===== config.mk =====
export PLATFORM = sky130hd
export DESIGN_NAME = seq_count_sched
export DESIGN_NICKNAME = d
export VERILOG_FILES = /design/src/rtl/seq_count_sched.sv
export SDC_FILE = /design/constraint.sdc
export NUM_CORES = 1
export LEC_CHECK = 0
export ABC_AREA = 1
export BUFFER_PORTS_ARGS = -buffer_cell sky130_fd_sc_hd__buf_2
export CAP_MARGIN = 20
export CORE_ASPECT_RATIO = 2
export CORE_MARGIN = 10
export CORE_UTILIZATION = 48
export DETAILED_ROUTE_END_ITERATION = 10
export PLACE_DENSITY = 0.72
export SLEW_MARGIN = 15
export SYNTH_ARGS = -nofsm -noshare
export SYNTH_HDL_FRONTEND = slang
export SYNTH_SLANG_ARGS = --single-unit

===== constraint.sdc =====
create_clock -name clk -period 2.3 [get_ports clk]
set_input_delay 0.46 -clock clk [delete_from_list [all_inputs] [get_ports clk]]
set_output_delay 0.46 -clock clk [all_outputs]
set_load 0.05 [all_outputs]

===== src/rtl/seq_count_sched.sv =====
`default_nettype none
// ============================================================================
// Module   : seq_count_sched
// Purpose  : Round-robin scheduler that shares one terminal-count sequencer
//            between NUM_REQ requesters. The winner's terminal value is
//            latched on the grant cycle. The counter then runs from 0 up to
//            that value, and a one-cycle done pulse tagged with the winner's
//            index follows.
// Ports    : clk       - rising-edge clock
//            reset     - synchronous active-high reset
//            req       - level request per requester, held for the whole run
//            term_val  - terminal count, sampled on the grant cycle only
//            abort     - ends the current run without a done pulse
//            gnt       - one-hot grant (registered)
//            q_out     - current count (registered)
//            busy      - high while running or signalling done
//            done      - one-cycle pulse after the terminal count
//            done_id   - index of the requester that completed, held
//            done_cnt  - saturating count of completed runs
// Revision : 1.0 - initial release
// ============================================================================
module seq_count_sched #(
    parameter int NUM_REQ = 4,
    parameter int CNT_W   = 2,
    parameter int DCNT_W  = 8
) (
    input  logic                       clk,
    input  logic                       reset,
    input  logic [NUM_REQ-1:0]         req,
    input  logic [CNT_W-1:0]           term_val,
    input  logic                       abort,
    output logic [NUM_REQ-1:0]         gnt,
    output logic [CNT_W-1:0]           q_out,
    output logic                       busy,
    output logic                       done,
    output logic [$clog2(NUM_REQ)-1:0] done_id,
    output logic [DCNT_W-1:0]          done_cnt
);

    localparam int ID_W = $clog2(NUM_REQ);

    localparam logic [1:0]    c_st_idle = 2'd0;
    localparam logic [1:0]    c_st_run  = 2'd1;
    localparam logic [1:0]    c_st_done = 2'd2;
    localparam logic [ID_W:0] c_num_req = (ID_W+1)'(NUM_REQ);

    logic [1:0]         r_state;
    logic [ID_W-1:0]    r_rr_ptr;
    logic [CNT_W-1:0]   r_term_lat;
    logic [ID_W-1:0]    r_id_lat;
    logic [NUM_REQ-1:0] r_gnt;
    logic [CNT_W-1:0]   r_q;
    logic               r_busy;
    logic               r_done;
    logic [ID_W-1:0]    r_done_id;
    logic [DCNT_W-1:0]  r_done_cnt;

    logic [2*NUM_REQ-1:0] w_req_dbl;
    logic [NUM_REQ-1:0]   w_req_rot;
    logic                 w_found;
    logic [ID_W-1:0]      w_ofs;
    logic [ID_W:0]        w_sum;
    logic [ID_W-1:0]      w_winner;
    logic [ID_W:0]        w_nxt_sum;
    logic [ID_W-1:0]      w_nxt_ptr;
    logic                 w_gnt_held;

    // Rotate the request vector so that bit 0 corresponds to rr_ptr. The
    // lowest set bit of the rotated vector is then the round-robin winner,
    // expressed as an offset from rr_ptr.
    assign w_req_dbl = {req, req};
    assign w_req_rot = NUM_REQ'(w_req_dbl >> r_rr_ptr);

    always_comb begin
        w_found = 1'b0;
        w_ofs   = '0;
        for (int i = NUM_REQ - 1; i >= 0; i--) begin
            if (w_req_rot[i]) begin
                w_found = 1'b1;
                w_ofs   = ID_W'(i);
            end
        end
    end

    // Map the offset back to an absolute index. NUM_REQ need not be a power
    // of two, so the wrap is a single conditional subtract, not a truncation.
    assign w_sum     = {1'b0, r_rr_ptr} + {1'b0, w_ofs};
    assign w_winner  = (w_sum >= c_num_req) ? ID_W'(w_sum - c_num_req)
                                            : w_sum[ID_W-1:0];
    assign w_nxt_sum = {1'b0, w_winner} + {{ID_W{1'b0}}, 1'b1};
    assign w_nxt_ptr = (w_nxt_sum == c_num_req) ? '0 : w_nxt_sum[ID_W-1:0];

    // The granted requester still holds its request.
    assign w_gnt_held = |(req & r_gnt);

    always_ff @(posedge clk) begin
        if (reset) begin
            r_state    <= c_st_idle;
            r_rr_ptr   <= '0;
            r_term_lat <= '0;
            r_id_lat   <= '0;
            r_gnt      <= '0;
            r_q        <= '0;
            r_busy     <= 1'b0;
            r_done     <= 1'b0;
            r_done_id  <= '0;
            r_done_cnt <= '0;
        end else begin
            r_done <= 1'b0;
            case (r_state)
                c_st_idle: begin
                    if (w_found) begin
                        r_state    <= c_st_run;
                        r_gnt      <= NUM_REQ'(1) << w_winner;
                        r_q        <= '0;
                        r_term_lat <= term_val;
                        r_id_lat   <= w_winner;
                        r_rr_ptr   <= w_nxt_ptr;
                        r_busy     <= 1'b1;
                    end
                end
                c_st_run: begin
                    // An abort outranks a terminal match in the same cycle.
                    // The round-robin pointer has already moved past the
                    // aborted winner and stays there.
                    if (abort || !w_gnt_held) begin
                        r_state <= c_st_idle;
                        r_gnt   <= '0;
                        r_q     <= '0;
                        r_busy  <= 1'b0;
                    end else if (r_q == r_term_lat) begin
                        r_state   <= c_st_done;
                        r_gnt     <= '0;
                        r_done    <= 1'b1;
                        r_done_id <= r_id_lat;
                        if (r_done_cnt != {DCNT_W{1'b1}}) begin
                            r_done_cnt <= r_done_cnt + 1'b1;
                        end
                    end else begin
                        r_q <= r_q + 1'b1;
                    end
                end
                c_st_done: begin
                    // q_out holds the terminal value for this one cycle and
                    // then returns to zero in IDLE.
                    r_state <= c_st_idle;
                    r_q     <= '0;
                    r_busy  <= 1'b0;
                end
                default: begin
                    r_state <= c_st_idle;
                    r_gnt   <= '0;
                    r_q     <= '0;
                    r_busy  <= 1'b0;
                end
            endcase
        end
    end

    assign gnt      = r_gnt;
    assign q_out    = r_q;
    assign busy     = r_busy;
    assign done     = r_done;
    assign done_id  = r_done_id;
    assign done_cnt = r_done_cnt;

endmodule
`default_nettype wire

==> results of run 1 <==
-- metrics by stage --
stage | hold slack, ns | area [um^2]
after floorplan | 0.4294 | 1346
after global placement | 0.4615 | 1504
after detailed placement | 0.4613 | 1504
after CTS | 0.4408 | 1559
after global routing | 0.4368 | 1564
final | 0.4353 | 1564
-- Yosys cell counts (3+ instances only) --
master / count
dfxtp_1: 26
a21oi_1: 16
nor2_1: 16
nand2_1: 46
nand3_1: 17
ha_1: 3
nor3_1: 7
nand2_2: 5
inv_1: 18
o21ai_0: 8
nor2_4: 3
xnor2_1: 3
xor2_1: 3
-- worst max-delay path, stage by stage, from the launching register on --
cell	delay, ns
dfxtp_4	0.40
inv_2	0.06
nand2_1	0.07
nand3_1	0.06
nand2_1	0.10
nand3_1	0.08
a21boi_1	0.14
ha_1	0.17
xor2_1	0.19
inv_1	0.06
nand3_1	0.08
nand2_1	0.09
inv_1	0.09
ha_1	0.22
a21oi_1	0.11
-- layout make-up --
cell class,count,area share (%)
Tap cell,29,2.320
Timing Repair Buffer,27,8.800
Inverter,20,4.800
Clock buffer,4,3.520
Sequential cell,26,33.60
Multi-Input combinational cell,140,46.96
-- how the worst max path moves through the flow --
stage / start / to / cells past startpoint
after global placement: req[1] / gnt[1] / 15
after detailed placement: req[1] / r_rr_ptr[1] / 14
after global routing: r_rr_ptr[1] / gnt[1] / 14
final: r_rr_ptr[0] / r_rr_ptr[1] / 14
after CTS: r_rr_ptr[0] / gnt[1] / 15
after floorplan: r_rr_ptr[0] / r_rr_ptr[1] / 14
-- layer usage --
layer / wire length (um) / global-route usage (%) / up-vias
met1: 1282 / 12.71 / 575
met3: 101 / 2.823 / 11
met2: 1728 / 22.93 / 24
met5: 0 / 0 / -
met4: 127 / 7.874 / 0
li1: - / - / 675
-- power by group through the flow --
| stage | sequential, W | combinational [W] | clock (W) |
|---|---|---|---|
| floorplan | 0.000710 | 0.000516 | 0 |
| global placement | 0.000616 | 0.000768 | 0 |
| detailed placement | 0.000619 | 0.000776 | 0 |
| CTS | 0.000608 | 0.000781 | 0.000298 |
| global route | 0.000629 | 0.000881 | 0.000317 |
| finish | 0.000613 | 0.000774 | 0.000296 |
-- cell families after synthesis --
group | after synthesis | synth area share [%]
compound gates | 28 | 11.25
xor+xnor | 6 | 3.904
fa+ha+maj | 3 | 2.788
buf+inv | 23 | 6.784
flops | 26 | 38.66
simple gates | 103 | 36.62
-- state kept, by name, summed over array words and instances, names as in the netlist --
| name | cells |
|---|---|
| done_cnt | 8 |
| done_id | 2 |
| q_out | 2 |
| r_term_lat | 2 |
| busy | 1 |
| done | 1 |
| r_id_lat | 2 |
| r_state | 2 |
| r_rr_ptr | 2 |
| gnt | 4 |
==> results.md, run 1 <==
* Status: complete, no violations
* Logic pwr share at between 40 and 50%
* Fmax at 0.5024 GHz
* Number of DRC markers in iteration 0 at 22
* Fin cells at around 250
* FF+latch count, synth at 26
* Synthesis Warnings at 0
* Tightest Pin Transition at about 0.42 ns
* Clk slew on worst S/H paths at 0.09 ns
* RSZ-0062 raised after global routing: no
* Setup Viol. Count Final at 0
* Num ports at 27
* Worst R2R Path Depth at 14
* Cells after DPL at around 240
* Clock skew at approximately 0.0016 ns
* Worst Path Max Fanout at 7
* Die Span X at approximately 57 um
* Most frequent cells in the layout: nand2_1 (46), buf_2 (26), dfxtp_1 (24)
* GP Congestion at 0.8836
* Via-to-Cell Ratio at 5.224
* Commonest non-fill, non-tap cell in the layout: nand2_1
* PortBufs at 26
* Worst Hold Class: input port to flop
* Clock root cell: clkbuf_8
* Req. time, crit path at roughly 2.5 ns
* MaxCap Viol Count at 0
* H-tree levels at 1
* Fillers at around 280
* Netlist area before placement at ~1300 um^2
* Synth cell types at 27
* R2r endpoint: r_rr_ptr[1]
* Cell-internal power at about 0.00093 W
* Die span in y at about 95 um
* P_leak at around 0.74 nW
* Total design power at 0.001683 W
* Vias at 1285
* Gr ovfl total at 0
* CP Launch Type: flop
* First-pass GRT wire length at just under 6000 um
* Nets@finish at 230
* Crit Path Category: flop to flop
* Mapped Cells at ~190
* Post-synth top area cell: dfxtp_1
* Sw frac at between 40% and 50%
* Number of enable flip-flop cells after synthesis at 0
* Antenna violations before repair at 0
* Worst VDD drop at roughly 0.62 mV
* Max-slew violation count at 0
* Post-CTS Resized at 0
* Net switching power at approximately 0.00075 W
* Relative slew slack at between 70 and 80%
* Most used DFF post-synth: dfxtp_1
* Post-layout util at 57.16%
* Clock sink count at 26
* Crit end category: flop
* Starting Density at between 40 and 50%
* DP Wirelength at 2604 um
* Final period util at between 80 and 90%
* N_diodes at 0
* Final wirelength at about 3200 um
* CTS Hold Bufs at 0
* Register area share after synthesis at between 30% and 40%
* Post-route ant nets at 0
* Syn Area/Cell at around 7.1 um^2
* R2r setup slk at ~0.31 ns
* Cts bufs inserted at 3
* Largest net degree at the start of global routing at 16
* FF+latch area at about 530 um^2
* Multi-input logic area at ~730 um^2
* 1st-pass router iterations at 6
* Final WS setup at between 0.3 and 0.4 ns
* Setup TNS Final at 0 ns
* Hold path depth at 3
* Pwr dens at 1076 nW/um^2
* Row count at 27
* GRT Util Overall at 12.77%
* Final Hold Violating Endpoints at 0
* HP Start: term_val[1]
* Min Tclk post-route at roughly 2 ns
* Worst-Skew Late Latency at approximately 0.27 ns
* Clock power share at between 10% and 20%
* Buffer count from post-CTS setup fixing at 0
* Wirelength per Cell at about 13 um
* DRC at 0
* Worst Hold End: r_term_lat[1]
* Number of global-route vias before repair at 1350
* Syn Nets at between 200 and 250
* Flop pwr share at a little over a third
* Synth top area cells: dfxtp_1 (39%), nand2_1 (13%), nand3_1 (6.3%)
* Clk buf depth at 2
* TritonCTS clock tree: yes
* Worst r2r src: r_rr_ptr[0]
* Full die area at 5452 um^2
* Top cell type's share of synthesized area at approximately two fifths
* Core Box Area at roughly 2700 um^2
* Synthesis-to-finish area growth at 16.17%
* CP arrival at 2.20 ns
* Post-synth ARST share at 0%
* Layout cells sized above 1 at between 20% and 30%
* Pre-CTS setup slack at roughly 0.098 ns
(Power assumes the default switching activity.)
==> run 2, diff against run 1 <==
- CORE_ASPECT_RATIO: 2 -> not set
- CORE_UTILIZATION: 48 -> 53
- PLACE_DENSITY: 0.72 -> 0.78
==> run 2 against run 1 <==
  * Sequential power fell by 0.8%
  * Flip-flop and latch count is the same
  * Critical endpoint unchanged
  * Clock power is 6% higher
==> results.md, run 2 (synthesized netlist as in run 1, its figures left out) <==
* Status: complete, no violations
* Fillers at 235 (-15%)
* Starting Density at 54.84% (+5.6 points)
* Worst path slowest cell: dfxtp_2
* CP cell instances: inv_1 -> nand3_1 -> nand2_1 -> nand3_1 -> a21boi_1 -> ha_1 -> xor2_1 -> inv_1 -> nand3_1 -> nand2_1 -> inv_1 -> ha_1 -> a21oi_1
* Met3 wire length at 168 um (+66%)
* Number of DRC markers in iteration 0 at 60 (+170%)
* Pre-CTS setup slack at 0.02060 ns (-0.07723 ns)
* HP Start: term_val[0]
* Clock skew at 0.02597 ns (+0.02442 ns)
* CTS Hold Bufs at 0 (unchanged)
* Setup Viol. Count Final at 0 (unchanged)
* N_diodes at 0 (unchanged)
* CP arrival at 2.32 ns (+0.12 ns)
* Crit end category: flop
* Setup TNS Final at 0 ns (unchanged)
* P_leak at 0.7306 nW (-0.85%)
* Final WS setup at 0.2270 ns (-0.08251 ns)
* Clk slew on worst S/H paths at 0.16 ns (+0.07 ns)
* CP Launch Type: flop
* Pwr dens at 1088 nW/um^2 (+1.1%)
* Worst r2r src: r_rr_ptr[1]
* Largest net degree at the start of global routing at 16 (unchanged)
* Final Hold Violating Endpoints at 0 (unchanged)
* Largest register FFs at 8 (unchanged)
* Worst-Skew Late Latency at 0.33 ns (+0.06 ns)
* Vias at 1283 (-0.16%)
* Hold path depth at 3 (unchanged)
* Final wirelength at 3010 um (-7.1%)
* Nets@finish at 229 (-0.43%)
* Post-route ant nets at 0 (unchanged)
* Die span in y at 70.40 um (-26%)
* Synthesis-to-finish area growth at 15.52%
* R2r endpoint: r_rr_ptr[1]
* Crit path largest cell delay at 0.40 ns (about the same)
* Cts bufs inserted at 3 (unchanged)
* Crit Path Category: flop to flop
* Top delay family on crit path: simple AND/OR/NAND/NOR gates
* H-tree levels at 1 (unchanged)
* CP startpoint: r_rr_ptr[1]
* 1st-pass router iterations at 4 (-2)
* Row count at 18 (-33%)
* PortBufs at 26 (unchanged)
* Wire length on met2 at 1524 um (-12%)
* DP Wirelength at 2375 um (-8.8%)
* Full die area at 4956 um^2 (-9.1%)
* Core Box Area at 2455 um^2 (-10%)
* Via-to-Cell Ratio at 5.215 (-0.16%)
* Most frequent cells in the layout: nand2_1 (46), buf_2 (26), dfxtp_1 (24)
* MaxCap Viol Count at 0 (unchanged)
* M1 wire length at 1308 um (+2.0%)
* Num ports at 27 (unchanged)
* Clock sink count at 26 (unchanged)
* Worst Hold End: r_term_lat[0]
* Die Span X at 70.40 um (+23%)
* Clk buf depth at 2 (unchanged)
* Worst Path Max Fanout at 7 (unchanged)
* Antenna violations before repair at 0 (unchanged)
* Req. time, crit path at 2.55 ns (+0.04 ns)
* Worst R2R Path Depth at 13 (-1)
* GRT Util Overall at 11.32% (-1.4 points)
* Clock root cell: clkbuf_4
* Worst Hold Class: input port to flop
* RSZ-0062 raised after global routing: no
* First-pass GRT wire length at 4836 um (-17%)
* R2r setup slk at 0.23 ns (-0.08 ns)
* Worst VDD drop at 0.6342 mV (+2.0%)
* Wirelength per Cell at 12.24 um (-7.1%)
* FF+latch area at 525.5 um^2 (unchanged)
* Multi-input logic area at 734.5 um^2 (unchanged)
* GP Congestion at 0.8179 (-7.4%)
* Tightest Pin Transition at 0.3979 ns (-0.02065 ns)
* Commonest non-fill, non-tap cell in the layout: nand2_1
* Gr ovfl total at 0 (unchanged)
* Layout cells sized above 1 at 22.69% (-0.36 points)
* Final period util at 90.13% (+3.6 points)
* Uppermost routed layer: met4
* Crit path buffers/inverters at 3 (unchanged)
* Min Tclk post-route at 2.073 ns (+0.08251 ns)
* Max-slew violation count at 0 (unchanged)
* TritonCTS clock tree: yes
* Relative slew slack at 73.38% (+1.4 points)
* Number of global-route vias before repair at 1159 (-14%)
* Fmax at 0.4824 GHz (-4.0%)
* DRC at 0 (unchanged)
[run 2: cell count changes in the layout (fill, tap and decap cells not counted), sizes merged]
cell / previous run / this run
buf: 27 / 26
bufinv: 0 / 1
clkbuf: 4 / 3
[run 2: how the worst max path moves through the flow]
stage / end / cells after the start
3_5_place_dp: gnt[1] / 15
5_1_grt: gnt[1] / 15
3_3_place_gp: r_rr_ptr[1] / 14
6_report: r_rr_ptr[1] / 13
2_1_floorplan: r_rr_ptr[1] / 14
4_1_cts: gnt[1] / 15
[run 2: worst register-to-register path, stage by stage (launching register included)]
cell and delay (ns):
dfxtp_2 0.40, inv_1 0.12, nand3_1 0.10, nand2_1 0.10, nand3_1 0.07, a21boi_1 0.16
ha_1 0.19, xor2_1 0.20, inv_1 0.06, nand3_1 0.08, nand2_1 0.11, inv_1 0.10
ha_1 0.22, a21oi_1 0.11
[run 2: layout make-up]
cell class | instances | share of cell area (%)
clock buffers | 3 | 1.448
inverters | 20 | 4.827
flip-flops and latches | 26 | 33.79
well taps | 30 | 2.414
multi-input cells | 140 | 47.22
repair buffers | 26 | 8.367
clock inverters | 1 | 1.931
[run 2: metal layers]
layer  track usage [%]  vias up
met4             4.605        0
met1             12.55      583
met5                 0        -
li1                  -      665
met2             19.46       33
met3             3.390        2
[run 2: report_power, final]
group / total (W) / switching (W) / leakage [nW] / internal (W)
registers: 0.000608 / 0.0000686 / 0.213 / 0.000540
clock network: 0.000313 / 0.000137 / 0.0279 / 0.000176
logic: 0.000771 / 0.000536 / 0.490 / 0.000235
[run 2: timing repair]
action                     in CTS  in global routing
setup endpoints to repair       0                  3
buffers inserted                0                  0
gates resized for setup         0                  4
[run 2: stage by stage]
step                      instance area (um^2)  instances  total power [W]  util, %  hold slack, ns
final                                     1555        246         0.001693    63.35          0.3739
after global routing                      1555        246         0.001820    63.35          0.3896
after CTS                                 1550        246         0.001689    63.15          0.3682
after detailed placement                  1498        242         0.001376    61.01          0.4554
after global placement                    1498        242         0.001351    61.01          0.4540
after floorplan                           1346        189         0.001226        -          0.4294
